### config.mk
export PLATFORM = sky130hd
export DESIGN_NAME = mac_dot_ctrl
export DESIGN_NICKNAME = d
export VERILOG_FILES = /design/src/rtl/mac_dot_ctrl.sv
export SDC_FILE = /design/constraint.sdc
export NUM_CORES = 1
export LEC_CHECK = 0
export ABC_AREA = 0
export BUFFER_PORTS_ARGS = -buffer_cell sky130_fd_sc_hd__buf_2
export CAP_MARGIN = 40
export CORE_MARGIN = 2
export CORE_UTILIZATION = 45
export DETAILED_ROUTE_END_ITERATION = 8
export PLACE_DENSITY = 0.72
export SETUP_SLACK_MARGIN = 0.2
export SLEW_MARGIN = 20
export SYNTH_ARGS = -nofsm -noshare
export SYNTH_HDL_FRONTEND = slang
export SYNTH_SLANG_ARGS = --single-unit
### constraint.sdc
create_clock -name clk -period 6.5 [get_ports clk]
set_clock_uncertainty 0.15 [all_clocks]
set_input_delay 0.975 -clock clk [delete_from_list [all_inputs] [get_ports clk]]
set_output_delay 0.975 -clock clk [all_outputs]
set_load 0.01 [all_outputs]
### src/rtl/mac_dot_ctrl.sv
// Dot-product sequencer around an 8x8 MAC: start/len job, valid/ready operand stream, valid/ready result.
// Optional saturation: define MAC_DOT_SAT_EN to clamp on overflow; the default build wraps.
module mac_dot_ctrl #(
   parameter int DATA_W = 8,
   parameter int ACC_W  = 22,
   parameter int LEN_W  = 7
) (
   input  logic              clk,
   input  logic              rst,
   input  logic              start,
   input  logic [LEN_W-1:0]  len,
   output logic              busy,
   input  logic              in_valid,
   output logic              in_ready,
   input  logic [DATA_W-1:0] a,
   input  logic [DATA_W-1:0] b,
   output logic              out_valid,
   input  logic              out_ready,
   output logic [ACC_W-1:0]  result,
   output logic              ovf
);

   localparam logic [1:0] ST_IDLE  = 2'd0;
   localparam logic [1:0] ST_ACCUM = 2'd1;
   localparam logic [1:0] ST_DONE  = 2'd2;

   logic [1:0]          state_q, state_d;
   logic [ACC_W-1:0]    acc_q, acc_d;
   logic [LEN_W-1:0]    cnt_q, cnt_d;
   logic [LEN_W-1:0]    len_q, len_d;
   logic                ovf_q, ovf_d;

   logic [2*DATA_W-1:0] prod_s;
   logic [ACC_W:0]      sum_s;
   logic                beat_s;
   logic                last_s;

   assign prod_s = a * b;
   // One extra bit on the sum exposes the carry out of the accumulator.
   assign sum_s  = {1'b0, acc_q} + {{(ACC_W + 1 - 2*DATA_W){1'b0}}, prod_s};
   assign beat_s = in_valid & (state_q == ST_ACCUM);
   assign last_s = (cnt_q == (len_q - {{(LEN_W-1){1'b0}}, 1'b1}));

   // Next-state and datapath update.
   always_comb begin
      state_d = state_q;
      acc_d   = acc_q;
      cnt_d   = cnt_q;
      len_d   = len_q;
      ovf_d   = ovf_q;
      case (state_q)
         ST_IDLE: begin
            if (start) begin
               acc_d = {ACC_W{1'b0}};
               cnt_d = {LEN_W{1'b0}};
               ovf_d = 1'b0;
               len_d = len;
               if (len != {LEN_W{1'b0}}) begin
                  state_d = ST_ACCUM;
               end else begin
                  state_d = ST_DONE;
               end
            end else begin
               state_d = ST_IDLE;
            end
         end
         ST_ACCUM: begin
            if (beat_s) begin
               cnt_d = cnt_q + {{(LEN_W-1){1'b0}}, 1'b1};
               if (sum_s[ACC_W]) begin
                  ovf_d = 1'b1;
               end else begin
                  ovf_d = ovf_q;
               end
`ifdef MAC_DOT_SAT_EN
               if (sum_s[ACC_W]) begin
                  acc_d = {ACC_W{1'b1}};
               end else begin
                  acc_d = sum_s[ACC_W-1:0];
               end
`else
               acc_d = sum_s[ACC_W-1:0];
`endif
               if (last_s) begin
                  state_d = ST_DONE;
               end else begin
                  state_d = ST_ACCUM;
               end
            end else begin
               state_d = ST_ACCUM;
            end
         end
         ST_DONE: begin
            if (out_ready) begin
               state_d = ST_IDLE;
            end else begin
               state_d = ST_DONE;
            end
         end
         default: begin
            state_d = ST_IDLE;
         end
      endcase
   end

   // State and datapath registers.
   always_ff @(posedge clk or negedge rst) begin
      if (!rst) begin
         state_q <= ST_IDLE;
         acc_q   <= {ACC_W{1'b0}};
         cnt_q   <= {LEN_W{1'b0}};
         len_q   <= {LEN_W{1'b0}};
         ovf_q   <= 1'b0;
      end else begin
         state_q <= state_d;
         acc_q   <= acc_d;
         cnt_q   <= cnt_d;
         len_q   <= len_d;
         ovf_q   <= ovf_d;
      end
   end

   assign busy      = (state_q != ST_IDLE);
   assign in_ready  = (state_q == ST_ACCUM);
   assign out_valid = (state_q == ST_DONE);
   assign result    = acc_q;
   assign ovf       = ovf_q;

endmodule

# After elaboration in Yosys (flattened, before gate mapping)
# Cells that the tools add are included.
op_classes:
  n_addsub: 3
  multipliers: 1
  eq_ne: 6
  muxes: 16
  n_bitwise: 1
  n_reduce_logical: 7
op_table:
  columns: ["cell", "n"]
  rows:
  - ["$mux W22", 2]
  - ["$pmux W22 S2", 1]
  - ["$add A22 B16 Y23", 1]
  - ["$mul A8 B8 Y16", 1]
  - ["$mux W7", 2]
  - ["$pmux W7 S2", 1]
  - ["$mux W2", 5]
  - ["$add A7 B1 Y7 const B", 1]
  - ["$eq A7 B7 Y1", 1]
  - ["$reduce_bool A7 Y1", 1]
  - ["$sub A7 B1 Y7 const B", 1]
  - ["$pmux W2 S3", 1]
  - ["$ne A2 B1 Y1 const B", 2]
  - ["$reduce_and A4 Y1", 1]
  - ["$reduce_bool A2 Y1", 2]
  - ["$mux W1", 3]
  - ["$reduce_and A3 Y1", 1]
  - ["$eq A2 B1 Y1 const B", 1]
  - ["$eq A2 B2 Y1 const B", 1]
  - ["$logic_not A2 Y1", 1]
  - ["$ne A2 B2 Y1 const B", 1]
  - ["$pmux W1 S2", 1]
  - ["$reduce_and A2 Y1", 1]
  - ["$and A1 B1 Y1", 1]
totals:
  reg_bits: 39
  inputBits: 28
  output_inout_bits: 26
  word_cells: 39

# Longest topological paths before layout
logic_depth:
  depth_word: 5
  depth_mapped: 17
  ltp_nobuf: 16

# Least setup slack after synthesis
# No wires, ideal clock.
synth_path:
  path_kind: "in2reg"
  startpoint: "input port b[1]"
  endpoint: "register acc_q[19] (netlist: result[19])"
  setup_ns: 0.079
  arrival_ns: 5.023
  t_required_ns: 6.271
  path_slack_ns: 1.248
  stages: 16
  n_path_buf: 1
  cell_sequence: "clkbuf_1 > nand2_1 > fa_1 > inv_1 > fa_1 > fa_1 > inv_1 > fa_1 > inv_1 > ha_1 > a21o_1 > a221o_1 > a21o_1 > a21o_1 > a41oi_2 > mux2i_1"
synth_between:
  elab_chain_cells: 4
synth_rtl:
  columns: ["element", "line_no", "rtl"]
  rows:
  - ["start: declaration", "16", "input logic [DATA_W-1:0] b,"]
  - ["$mul A8 B8 Y16", "38", "assign prod_s = a * b;"]
  - ["$add A22 B16 Y23", "40", "assign sum_s = {1'b0, acc_q} + {{(ACC_W + 1 - 2*DATA_W){1'b0}}, prod_s};"]
  - ["$mux W22", "68", "if (beat_s) begin"]
  - ["$pmux W22 S2", "51", "case (state_q)"]
  - ["end signal: assignment", "110", "acc_q <= {ACC_W{1'b0}};"]
  - ["end: declaration", "28", "logic [ACC_W-1:0] acc_q, acc_d;"]
# No other way between the ends. The select of a mux whose other input is x is not followed.
# A chain may end at the register's enable or synchronous reset.

# Worst setup path after layout
layout_path:
  startpoint: "input port a[0]"
  endpoint: "register acc_q[19] (netlist: result[19])"
layout_between:
  elab_chain_cells: 4
layout_rtl:
  columns: ["element", "line_no", "rtl"]
  rows:
  - ["start: declaration", "15", "input logic [DATA_W-1:0] a,"]
  - ["$mul A8 B8 Y16", "38", null]
  - ["$add A22 B16 Y23", "40", null]
  - ["$mux W22", "68", null]
  - ["$pmux W22 S2", "51", null]
# No other way between the ends. The select of a mux whose other input is x is not followed.

==> impl_metrics.json <==
{
  "synth.largest_area_cell": "fa_1",
  "synthTopCellsByCount": "inv_1 (104), nand2_1 (81), fa_1 (50)",
  "syn_area_um2": 4540,
  "cp-start-kind": "input port",
  "end_kind": "flip-flop",
  "route.detailed.drc": 0,
  "synth_compound_area_share_pct": 11.4,
  "setup_viol": 0,
  "yosysWarnings": 0,
  "cts-root-buf": "clkbuf_8",
  "grt_pass1_vias": 3786,
  "yosysMostFrequentCell": "inv_1",
  "port_buffers": 53,
  "n_antenna_cell": 0,
  "cp_slowest_cell": "fa_1",
  "numCtsBuffers": 5,
  "core_area_um2": 9770,
  "grt_antenna_before_repair": 0,
  "critPathKind": "input port to flip-flop",
  "die-area_um2": 10900,
  "setup_slack_ps": 1260,
  "synth-simple-area-share_pct": 17.7,
  "ys_seq_elements": 39,
  "hold_class": "flip-flop to flip-flop",
  "grt_use_total_pct": 19.8,
  "worstHoldStart": "len_q[6]",
  "viasPerCell": 5.04,
  "ant_nets": 0,
  "nets": 699,
  "cp_common_cell": "fa_1",
  "grt_max_degree": 29,
  "worstPathCellList": "buf_2, nand2_1, fa_1, fa_1, inv_1, fa_1, inv_1, fa_1, inv_1, ha_1, a21o_1, a221o_1, a21o_1, a21o_1, a41oi_2, mux2i_1",
  "cp_max_fo": 8,
  "clk_latency_ps": 300,
  "max_freq_mhz": 191,
  "clkSlewWorstSetupHoldPaths_ps": 90,
  "period_share_pct": 80.7,
  "postLayoutCoreUtil_pct": 51.8,
  "min_to": "len_q[6]",
  "yosysSeqAreaShare_pct": 21.5,
  "syn_inst": 525,
  "row_count": 36,
  "ir_drop_mv": 0.223,
  "drt_pass1_iterations": 4,
  "synth.area.mux_share_pct": 0.441,
  "dp_hpwl_um": 8300,
  "drt_first_iter_violations": 243,
  "cts_resized": 0,
  "clock_sinks": 39,
  "ys.flop_type": "dfrtp_1",
  "max_stage_delay_ps": 550,
  "maxCapViolCount": 0,
  "tns_ps": 0,
  "rsz0062_at_grt": "no",
  "num_vias": 3588,
  "crit_required_ps": 6580,
  "ios": 54,
  "report.final.hold_viol_count": 0,
  "hold_depth": 2,
  "synth.area.top_cells": "fa_1 (22%), dfrtp_1 (21%), ha_1 (12%)",
  "die_h_um": 104,
  "post_drt_wl_per_cell_um": 14.0,
  "dp_slack_ps": 994,
  "htree_num_levels": 2,
  "status": "finished clean",
  "postCtsSetupBuffers": 0,
  "grt_overflow": 0,
  "r2r-start": "result[6]",
  "yosysUniqueCellTypes": 47,
  "start_util_pct": 46.5,
  "synth_top_family_by_area": "adder cells",
  "reg2reg_setup_slack_ps": 1810,
  "synthAdderAreaFrac_pct": 33.9,
  "fin_crit_ps": 5240,
  "tritoncts": "done",
  "drive_above_1_share_pct": 12.3,
  "async_reset_ff_share_pct": 100,
  "synth_area_per_cell_um2": 8.65,
  "leakagePower_nw": 2.70,
  "synth-xor-area-share_pct": 5.59,
  "cts_buffer_depth": 2,
  "reg2reg_depth": 15,
  "syn_nets": 646,
  "slew_violations": 0,
  "crit_arrival_ps": 5320,
  "dieWidth_um": 104,
  "whs_ps": 362,
  "timing.rr.end": "result[19]",
  "grt_pass1_wl_um": 17800,
  "synth_top_area_share_pct": 22.0,
  "cts_hold_buf": 0,
  "postRouteWirelength_um": 9950,
  "routabilityCongestion": 0.860,
  "power.density_nw_per_um2": 519,
  "worst_pin_slew_ps": 597,
  "slew_headroom_pct": 60.1,
  "synth-edff-count": 0,
  "power.total_mw": 2.63,
  "area_growth_pct": 11.5
}
==> cell type report <==
type                       instances  area [µm²]
clock inverter                     3        20.0
multi-input combinational        371        3140
sequential                        39         976
inverter                         105         394
tap                              133         166
timing repair buffer              56         300
fill                             951        4710
clock buffer                       5        68.8
==> metal layers <==
metal	global-route usage, %	share of wire [%]	up-vias
met1	28.3	49	1749
met4	3.57	0.74	0
met3	2.32	3.0	5
met2	32.6	47	62
met5	0	0	-
li1	-	-	1772
==> worst max-delay path by stage <==
stage	to	slack (ps)	start	depth (start not counted)
finish	result[19]	1260	a[0]	16
detailed placement	result[19]	990	a[0]	16
CTS	result[19]	1250	a[0]	16
global placement	result[19]	1040	a[1]	15
floorplan	result[19]	1250	b[1]	16
global route	result[19]	1080	a[0]	16
==> logic make-up (layout without fill, tap and decap cells) <==
group	Yosys count	in the layout
AND/OR/NAND/NOR	168	168
flip-flops	39	39
AO/OA/AOI/OAI	79	79
multiplexers	2	2
adder cells (fa/ha/maj)	93	93
buffers and inverters	115	169
XOR/XNOR	29	29
==> power by group <==
group          switching [mW]  total, mW  internal, mW
Sequential             0.0949      0.436         0.341
Combinational            1.16       2.02         0.858
Clock                  0.0955      0.170        0.0748
==> cell usage in the layout (no fill, tap or decap), types with 2 or more instances in the layout <==
cell type,instances
inv_1,104
nand2_1,81
buf_2,53
fa_1,50
ha_1,43
dfrtp_1,39
and2_1,37
o21ai_0,20
xnor2_1,17
a21oi_1,16
nor2_1,15
xor2_1,12
a21o_1,11
nand3_1,11
o21ai_1,6
nand4_1,5
clkbuf_8,5
and3_1,4
nor4_1,3
a31oi_1,3
o21bai_1,3
nor2b_1,2
nor3_1,2
nand3b_1,2
a221o_1,2
or2_2,2
a22o_1,2
mux2i_1,2
o211ai_1,2
o221ai_1,2
o31ai_1,2
clkinvlp_4,2
buf_4,2
==> sequential cells by signal, summed over array words and instances (netlist names) <==
register / count
cnt_q: 7
len_q: 7
ovf: 1
result: 22
state_q: 2
==> per-stage QoR <==
stage,std cells,instance area (µm²)
2_1_floorplan,525,4540
3_3_place_gp,703,4950
3_5_place_dp,704,4970
4_1_cts,712,5060
5_1_grt,712,5060
6_report,712,5060
==> critical path: cells and delay by family <==
family | cells | cell delay (ps)
mux | 1 | 210
buf+inv | 4 | 310
compound gates | 5 | 1210
simple gates | 1 | 90
fa+ha+maj | 5 | 2520
(Power assumes the default switching activity.)
